<file path="src/rtl/tmds_serializer_10to1_pkg.sv">
`default_nettype none
// ============================================================================
// Module   : tmds_serializer_10to1_pkg
// Purpose  : Shared constants for the 10:1 TMDS serializer slice.
// Contents : WORD_BITS - parallel symbol width (one TMDS symbol)
//            CNT_BITS  - width of the bit-position counter
// Revision : 1.0 - initial release
// ============================================================================
package tmds_serializer_10to1_pkg;

    localparam int WORD_BITS = 10;
    localparam int CNT_BITS  = $clog2(WORD_BITS);

endpackage : tmds_serializer_10to1_pkg
`default_nettype wire

</file>
<file path="src/rtl/tmds_serializer_10to1_bit_counter.sv">
`default_nettype none
// ============================================================================
// Module   : bit_counter_mod_n
// Purpose  : Free-running counter wrapping 0..N-1 with a load strobe that is
//            high while the count is zero (the serializer's load edge).
// Ports    : clk   in  1  counter clock (rising edge)
//            rst_n in  1  synchronous active-low reset, clears count to 0
//            count out W  current bit position
//            load  out 1  high when count == 0
// Revision : 1.0 - initial release
// ============================================================================
module bit_counter_mod_n #(
    parameter int N = 10,
    parameter int W = $clog2(N)
) (
    input  logic         clk,
    input  logic         rst_n,
    output logic [W-1:0] count,
    output logic         load
);

    always_ff @(posedge clk) begin
        if (!rst_n) begin
            count <= '0;
        end else if (count == W'(N - 1)) begin
            count <= '0;
        end else begin
            count <= count + 1'b1;
        end
    end

    // Decoded from the register, so the load decision for an edge is made
    // from the count that edge sees.
    assign load = (count == '0);

endmodule : bit_counter_mod_n
`default_nettype wire

</file>
<file path="src/rtl/tmds_serializer_10to1.sv">
`default_nettype none
// ============================================================================
// Module   : tmds_serializer_10to1
// Purpose  : 10:1 parallel-to-serial converter for one TMDS channel. Runs in
//            the bit clock domain and emits one bit per clock, LSB first,
//            with back-to-back words and no idle bits.
// Ports    : i_clk        in  1      serial bit clock
//            i_rst_n      in  1      synchronous active-low reset
//            i_data       in  WIDTH  parallel word, sampled on load edges only
//            o_data       out 1      registered serial bit
//            o_word_start out 1      registered strobe, high with bit 0
// Revision : 1.0 - initial release
// ============================================================================
module tmds_serializer_10to1
    import tmds_serializer_10to1_pkg::*;
#(
    parameter int   WIDTH     = WORD_BITS,
    parameter logic RESET_BIT = 1'b0
) (
    input  logic             i_clk,
    input  logic             i_rst_n,
    input  logic [WIDTH-1:0] i_data,
    output logic             o_data,
    output logic             o_word_start
);

    localparam int CW = (WIDTH == WORD_BITS) ? CNT_BITS : $clog2(WIDTH);

    logic [CW-1:0]    bit_cnt;
    logic             load;
    logic [WIDTH-1:0] sreg;

    bit_counter_mod_n #(
        .N (WIDTH),
        .W (CW)
    ) u_bit_counter (
        .clk   (i_clk),
        .rst_n (i_rst_n),
        .count (bit_cnt),
        .load  (load)
    );

    // Bit 0 goes straight to the output flop on the load edge; the shift
    // register only holds the remaining bits, so there is no gap between
    // the last bit of one word and the first bit of the next.
    // The reset branch never reads i_data, so X on the bus during reset
    // cannot reach any register.
    always_ff @(posedge i_clk) begin
        if (!i_rst_n) begin
            sreg         <= '0;
            o_data       <= RESET_BIT;
            o_word_start <= 1'b0;
        end else if (load) begin
            o_data       <= i_data[0];
            sreg         <= i_data >> 1;
            o_word_start <= 1'b1;
        end else begin
            o_data       <= sreg[0];
            sreg         <= sreg >> 1;
            o_word_start <= 1'b0;
        end
    end

endmodule : tmds_serializer_10to1
`default_nettype wire

</file>
<file path="config.mk">
export PLATFORM = sky130hd
export DESIGN_NAME = tmds_serializer_10to1
export DESIGN_NICKNAME = d
export VERILOG_FILES = /design/src/rtl/tmds_serializer_10to1_pkg.sv /design/src/rtl/tmds_serializer_10to1_bit_counter.sv /design/src/rtl/tmds_serializer_10to1.sv
export SDC_FILE = /design/constraint.sdc
export NUM_CORES = 1
export LEC_CHECK = 0
export CAP_MARGIN = 20
export CORE_AREA = 2 2 39 41
export DETAILED_ROUTE_END_ITERATION = 6
export DIE_AREA = 0 0 41 43
export PLACE_DENSITY_LB_ADDON = 0.08
export REMOVE_ABC_BUFFERS = 1
export SLEW_MARGIN = 5
export SYNTH_ARGS = -nofsm -noshare
export SYNTH_HDL_FRONTEND = slang
export SYNTH_SLANG_ARGS = --single-unit
</file>
<file path="constraint.sdc">
create_clock -name i_clk -period 3.3 [get_ports i_clk]
set_clock_uncertainty 0.2 [all_clocks]
set_input_delay 0.66 -clock i_clk [delete_from_list [all_inputs] [get_ports i_clk]]
set_output_delay 0.66 -clock i_clk [all_outputs]
set_load 0.02 [all_outputs]
</file>
==> impl_metrics.toml, run 1 <==
[status]
status = "complete, no violations"

[pwr]
seq_power_share = 0.555
power_frac_comb = 0.156
vdd_drop_max_v = 0.000200
power_switching_share = 0.253
power_uw = 366
switching_power_uw = 92.6
leakagePower_nw = 0.298
power_density_nw_per_um2 = 489
p_int_uw = 273
clkPwrFrac = 0.290

[global_route]
grt_pass1_vias = 373
gr-usage-all-layers = 0.145
overflow = 0
antenna_found_initial = 0
grt_pass1_wl_mm = 1.62
grt_max_degree = 24

[floorplanning]
io_pins = 14
die_h_um = 43
rows = 14
die_area_um2 = 1760
start_util = 0.425
die_w_um = 41
core-area_um2 = 1380

[place]
gp_congestion = 0.675
io_buffer_count = 13
dp_hpwl_um = 606
dpl.cell_count = 92

[synth]
synth_flop_cell = "dfxtp_1"
synth_edf_count = 0
synth.area.top_cells = "dfxtp_1 (51%), nand3_1 (8.5%), o21ai_0 (6.8%)"
ys_warn_count = 0
ys_types = 18
synth_area_leader_cell = "dfxtp_1"
yosysTopAreaCellShare = 0.511
syn_inst = 67
yosys_register_bits = 15
avgSynthCellArea_um2 = 8.78
synth_area_um2 = 588
yosysMostFrequentCell = "dfxtp_1"
yosysSeqAreaShare = 0.511
synthArstFlopShare = 0
synth_common_cells = "dfxtp_1 (15), nand2_1 (10), nand3_1 (10)"

[sta]
finalCriticalPeriod_ns = 2.05
tightest_slew_ns = 0.712
fin_crit_sh = 0.620
setup_viol = 0
setup_tns_ns = 0
whs_ns = 0.240
slew_headroom = 0.524
hold_viol = 0
finalMaxSlewViolations = 0
max_freq_ghz = 0.488
rsz0062_at_grt = "false"

[worst_setup_path]
critPathRequiredTime_ns = 2.44
worst-r2r-setup-slack_ns = 1.73
start_kind = "flip-flop"
timing.rr.start = "u_bit_counter.count[0]$_SDFF_PP0_"
reg2reg_depth = 6
cp-end-kind = "output pin"
path_buf_inv = 1
path_class = "reg -> out"
crit_fanout = 1
slowest_delay_ns = 0.59
rr_endpoint = "sreg[1]$_SDFF_PN0_"
crit_chain = "clkdlybuf4s50_1"
cp_slowest_cell = "clkdlybuf4s50_1"
cp.arrival_ns = 1.19
crit_family = "buffers and inverters"

[detailed_routing]
vias = 476
antenna_left = 0
wl_per_cell_um = 9.82
met2WireLength_um = 376
vias_per_cell = 4.91
finalWirelength_um = 953
drt-met1-wl_um = 472
wl_met3_um = 54
top_layer = "met4"
first_iter_violations = 7
first_pass_iters = 3
drc = 0

[clock_tree]
ctsHoldBuffers = 0
cts_sinks = 15
clockBufferDepth = 2
cts_buffers = 3
clk_pin_slew_ns = 0.09
htree_num_levels = 1
cts_setup_buffers = 0
post_cts_resize_count = 0
root_buffer = "clkbuf_4"
cts_tree = "done"
clk_latency_ns = 0.28

[cells_and_area]
nets = 97
seqCellArea_um2 = 300
diodes = 0
finalNonFillerCells = 97
multi_input_area_um2 = 253
drive_gt1_frac = 0.0617
area_delta_synth_final_pct = 27.2
num-fill-cells = 129

[worst_hold_path]
worstHoldPathType = "reg -> reg"
hold_end = "sreg[0]$_SDFF_PN0_"
min_path_cells = 2
hp-start = "sreg[1]$_SDFF_PN0_"

[job]
max_cap_viol_count = 0
stage by stage:
step	util	setup WS (ns)	instance area (µm²)
final	0.541	1.25	748
after CTS	0.535	1.24	741
after global routing	0.541	1.16	748
after detailed placement	0.516	1.06	714
after floorplan	-	1.70	564
after global placement	0.516	1.11	714
registers in the layout, summed over array words and instances (netlist names):
name / cells
u_bit_counter.count: 4
sreg: 9
o_data: 1
o_word_start: 1
layout make-up:
type,count,area share
clock buffers,4,0.0351
inverters,3,0.0151
multi-input cells,45,0.338
flip-flops and latches,15,0.401
well taps,16,0.0268
repair buffers,14,0.184
layout by cell type, fill, tap and decap left out, drive strengths merged, types with 2 or more instances in the layout:
| cell type | Yosys | final |
|---|---|---|
| clkdlybuf4s50 | 0 | 13 |
| nor2 | 3 | 3 |
| and3 | 2 | 2 |
| clkbuf | 1 | 4 |
| ha | 3 | 3 |
| inv | 3 | 3 |
| nand3 | 10 | 10 |
| dfxtp | 15 | 15 |
| nand2b | 2 | 2 |
| nand2 | 10 | 10 |
| o21ai | 10 | 10 |
worst max-delay path by stage:
stage / start / to / slack, ns / depth (start not counted)
floorplan: u_bit_counter.count[0]$_SDFF_PP0_ / o_data$_SDFF_PN0_ / 1.70 / 4
global placement: i_rst_n / u_bit_counter.count[1]$_SDFF_PP0_ / 1.11 / 3
global route: i_rst_n / u_bit_counter.count[0]$_SDFF_PP0_ / 1.16 / 3
CTS: o_word_start$_SDFF_PN0_ / o_word_start / 1.24 / 1
finish: o_data$_SDFF_PN0_ / o_data / 1.25 / 1
detailed placement: i_rst_n / u_bit_counter.count[1]$_SDFF_PP0_ / 1.06 / 3
layer usage:
layer	vias to the layer above	GRT usage
li1	248	-
met1	209	0.206
met2	14	0.169
met3	5	0.0314
met4	0	0.140
met5	-	0
logic make-up after synthesis:
| logic type | Yosys count | synth area share |
|---|---|---|
| AOI/OAI and AO/OA | 12 | 0.111 |
| adders and majority gates | 3 | 0.0638 |
| buffers and inverters | 7 | 0.0596 |
| DFF | 15 | 0.511 |
| and+or+nand+nor | 30 | 0.255 |
power by group through the flow:
stage	logic (mW)	registers (mW)	clock network (mW)
after floorplan	0.0251	0.209	0
after global placement	0.0537	0.207	0
after detailed placement	0.0550	0.207	0
after CTS	0.0552	0.203	0.108
after global routing	0.0660	0.205	0.114
final	0.0570	0.203	0.106
No activity file was read; power rests on OpenSTA's default activity.
==> run 2: changes to the inputs <==
Settings changed: CORE_AREA 2 2 39 41 to not set, CORE_MARGIN set to 2, CORE_UTILIZATION set to 41, DIE_AREA 0 0 41 43 to not set.
Clock period 3.3 ns to 1.8 ns, I/O delays scaled along.
==> run 2 against run 1 <==
- non-clock buffer count is the same
- die area decreased by 0.56%
- clock power is 78% higher
- final area up 4.8%
- critical path type is now reg -> reg
- worst hold slack got worse by 0.0072 ns
- highest routed layer is now met3
- register-to-register slack got worse by 1.5 ns
- clock-buffer cell count is 1 lower
- utilization up 5.5 points
- sequential share of layout area fell by 1.9 points
==> impl_metrics.toml, run 2 (synthesis results as in run 1) <==
[status]
status = "complete, no violations"

[global_route]
grt_pass1_vias = 429
antenna_found_initial = 0
grt_max_degree = 24
grt_pass1_wl_mm = 1.75
overflow = 0
gr-usage-all-layers = 0.132

[worst_setup_path]
cp_slowest_cell = "nor3b_2"
crit_fanout = 10
slowest_delay_ns = 0.46
reg2reg_depth = 5
cp.arrival_ns = 1.56
rr_endpoint = "sreg[0]$_SDFF_PN0_"
start_kind = "flip-flop"
path_class = "reg -> reg"
timing.rr.start = "u_bit_counter.count[0]$_SDFF_PP0_"
worst-r2r-setup-slack_ns = 0.26
critPathRequiredTime_ns = 1.82
crit_chain = "inv_1 > ha_1 > nor3b_2 > nand3_1 > o21ai_1"
cp-end-kind = "flip-flop"

[clock_tree]
htree_num_levels = 1
cts_tree = "done"
root_buffer = "clkbuf_4"
clk_latency_ns = 0.28
clk_pin_slew_ns = 0.09
clockBufferDepth = 2
cts_sinks = 15
ctsHoldBuffers = 0
cts_buffers = 3

[floorplanning]
die_h_um = 41.9
die_area_um2 = 1750
core-area_um2 = 1320
rows = 13
io_pins = 14
start_util = 0.446
die_w_um = 41.9

[pwr]
power_density_nw_per_um2 = 858
power_uw = 673
leakagePower_nw = 0.341
vdd_drop_max_v = 0.000475

[sta]
whs_ns = 0.233
fin_crit_sh = 0.855
hold_viol = 0
slew_headroom = 0.656
max_freq_ghz = 0.650
tightest_slew_ns = 0.513
rsz0062_at_grt = "false"
finalMaxSlewViolations = 0
setup_viol = 0
finalCriticalPeriod_ns = 1.54

[detailed_routing]
first_iter_violations = 7
finalWirelength_mm = 1.05
drc = 0
first_pass_iters = 4
wl_per_cell_um = 10.8
vias_per_cell = 4.91
antenna_left = 0
vias = 476

[cells_and_area]
layout_common_cells = "dfxtp_1 (15), clkdlybuf4s50_1 (11), nand2_1 (10), nand3_1 (10), o21ai_0 (8)"
diodes = 0
nets = 98
layout_commonest_cell = "dfxtp_1"
reg_top3 = "sreg (9), u_bit_counter.count (4)"
area_delta_synth_final_pct = 33.4
num-fill-cells = 115
drive_gt1_frac = 0.0854
top_register = "sreg"
largest_reg_flops = 9

[place]
dp_hpwl_um = 695
gp_congestion = 0.644
io_buffer_count = 13

[worst_hold_path]
min_path_cells = 2
hp-start = "sreg[8]$_SDFF_PN0_"
hold_end = "sreg[7]$_SDFF_PN0_"
worstHoldPathType = "reg -> reg"

[job]
max_cap_viol_count = 0
## run 2: cell count changes in the layout (fill, tap and decap cells not counted), sizes merged
cell | previous run | this run
nor3b | 1 | 2
clkinv | 0 | 1
clkdlybuf4s50 | 13 | 11
dlymetal6s2s | 0 | 2
clkbuf | 4 | 3
## run 2: per-layer routing
metal  GRT usage  part of all wire  vias to the layer above
li1            -                 -                      254
met1       0.139              0.41                      208
met2       0.216              0.50                       14
met3      0.0957             0.088                        0
met4      0.0194                 0                        0
met5           0                 0                        -
## run 2: worst max-delay path by stage
stage | startpoint | end | slack [ns]
6_report | u_bit_counter.count[0]$_SDFF_PP0_ | sreg[0]$_SDFF_PN0_ | 0.26
5_1_grt | u_bit_counter.count[1]$_SDFF_PP0_ | sreg[1]$_SDFF_PN0_ | 0.10
4_1_cts | o_data$_SDFF_PN0_ | o_data | 0.03
3_5_place_dp | u_bit_counter.count[0]$_SDFF_PP0_ | sreg[4]$_SDFF_PN0_ | -0.05
3_3_place_gp | u_bit_counter.count[0]$_SDFF_PP0_ | sreg[2]$_SDFF_PN0_ | -0.01
2_1_floorplan | u_bit_counter.count[0]$_SDFF_PP0_ | o_data$_SDFF_PN0_ | 0.20
## run 2: metrics by stage
stage                     worst slack (ns)  setup TNS (ns)  cell area (µm²)  utilization  instances
after floorplan                      0.201               0              564            -         63
after global placement             -0.0113         -0.0113              733        0.557         92
after detailed placement           -0.0522          -0.266              733        0.557         92
after CTS                           0.0290               0              767        0.582         96
after global routing                 0.104               0              785        0.595         97
final                                0.260               0              785        0.595         97
## run 2: worst max-delay path: cells and delay by family (launching register included)
kind	cells	cell delay [ns]
and+or+nand+nor	2	0.59
adders and majority gates	1	0.18
buffers and inverters	1	0.07
AOI/OAI and AO/OA	1	0.10
DFF	1	0.35
## run 2: power breakdown
| part | leakage (nW) | switching (mW) | internal, mW | total, mW |
|---|---|---|---|---|
| combinational | 0.200 | 0.0516 | 0.0604 | 0.112 |
| sequential | 0.124 | 0.0125 | 0.360 | 0.373 |
| clock | 0.0177 | 0.106 | 0.0824 | 0.189 |
## run 2: timing repair
action | 4_1_cts | 5_1_grt
buffers inserted | 0 | 0
resized for setup | 1 | 2
pin swaps | 0 | 0
cloned | 0 | 1
endpoints found under the setup margin | 8 | 5
## run 2: layout make-up
| class | count | area (µm²) | share of cell area |
|---|---|---|---|
| timing repair buffer | 14 | 155 | 0.198 |
| multi-input combinational | 46 | 272 | 0.346 |
| tap | 15 | 18.8 | 0.0239 |
| clock buffer | 3 | 22.5 | 0.0287 |
| clock inverter | 1 | 5.00 | 0.00638 |
| inverter | 3 | 11.3 | 0.0144 |
| sequential | 15 | 300 | 0.383 |
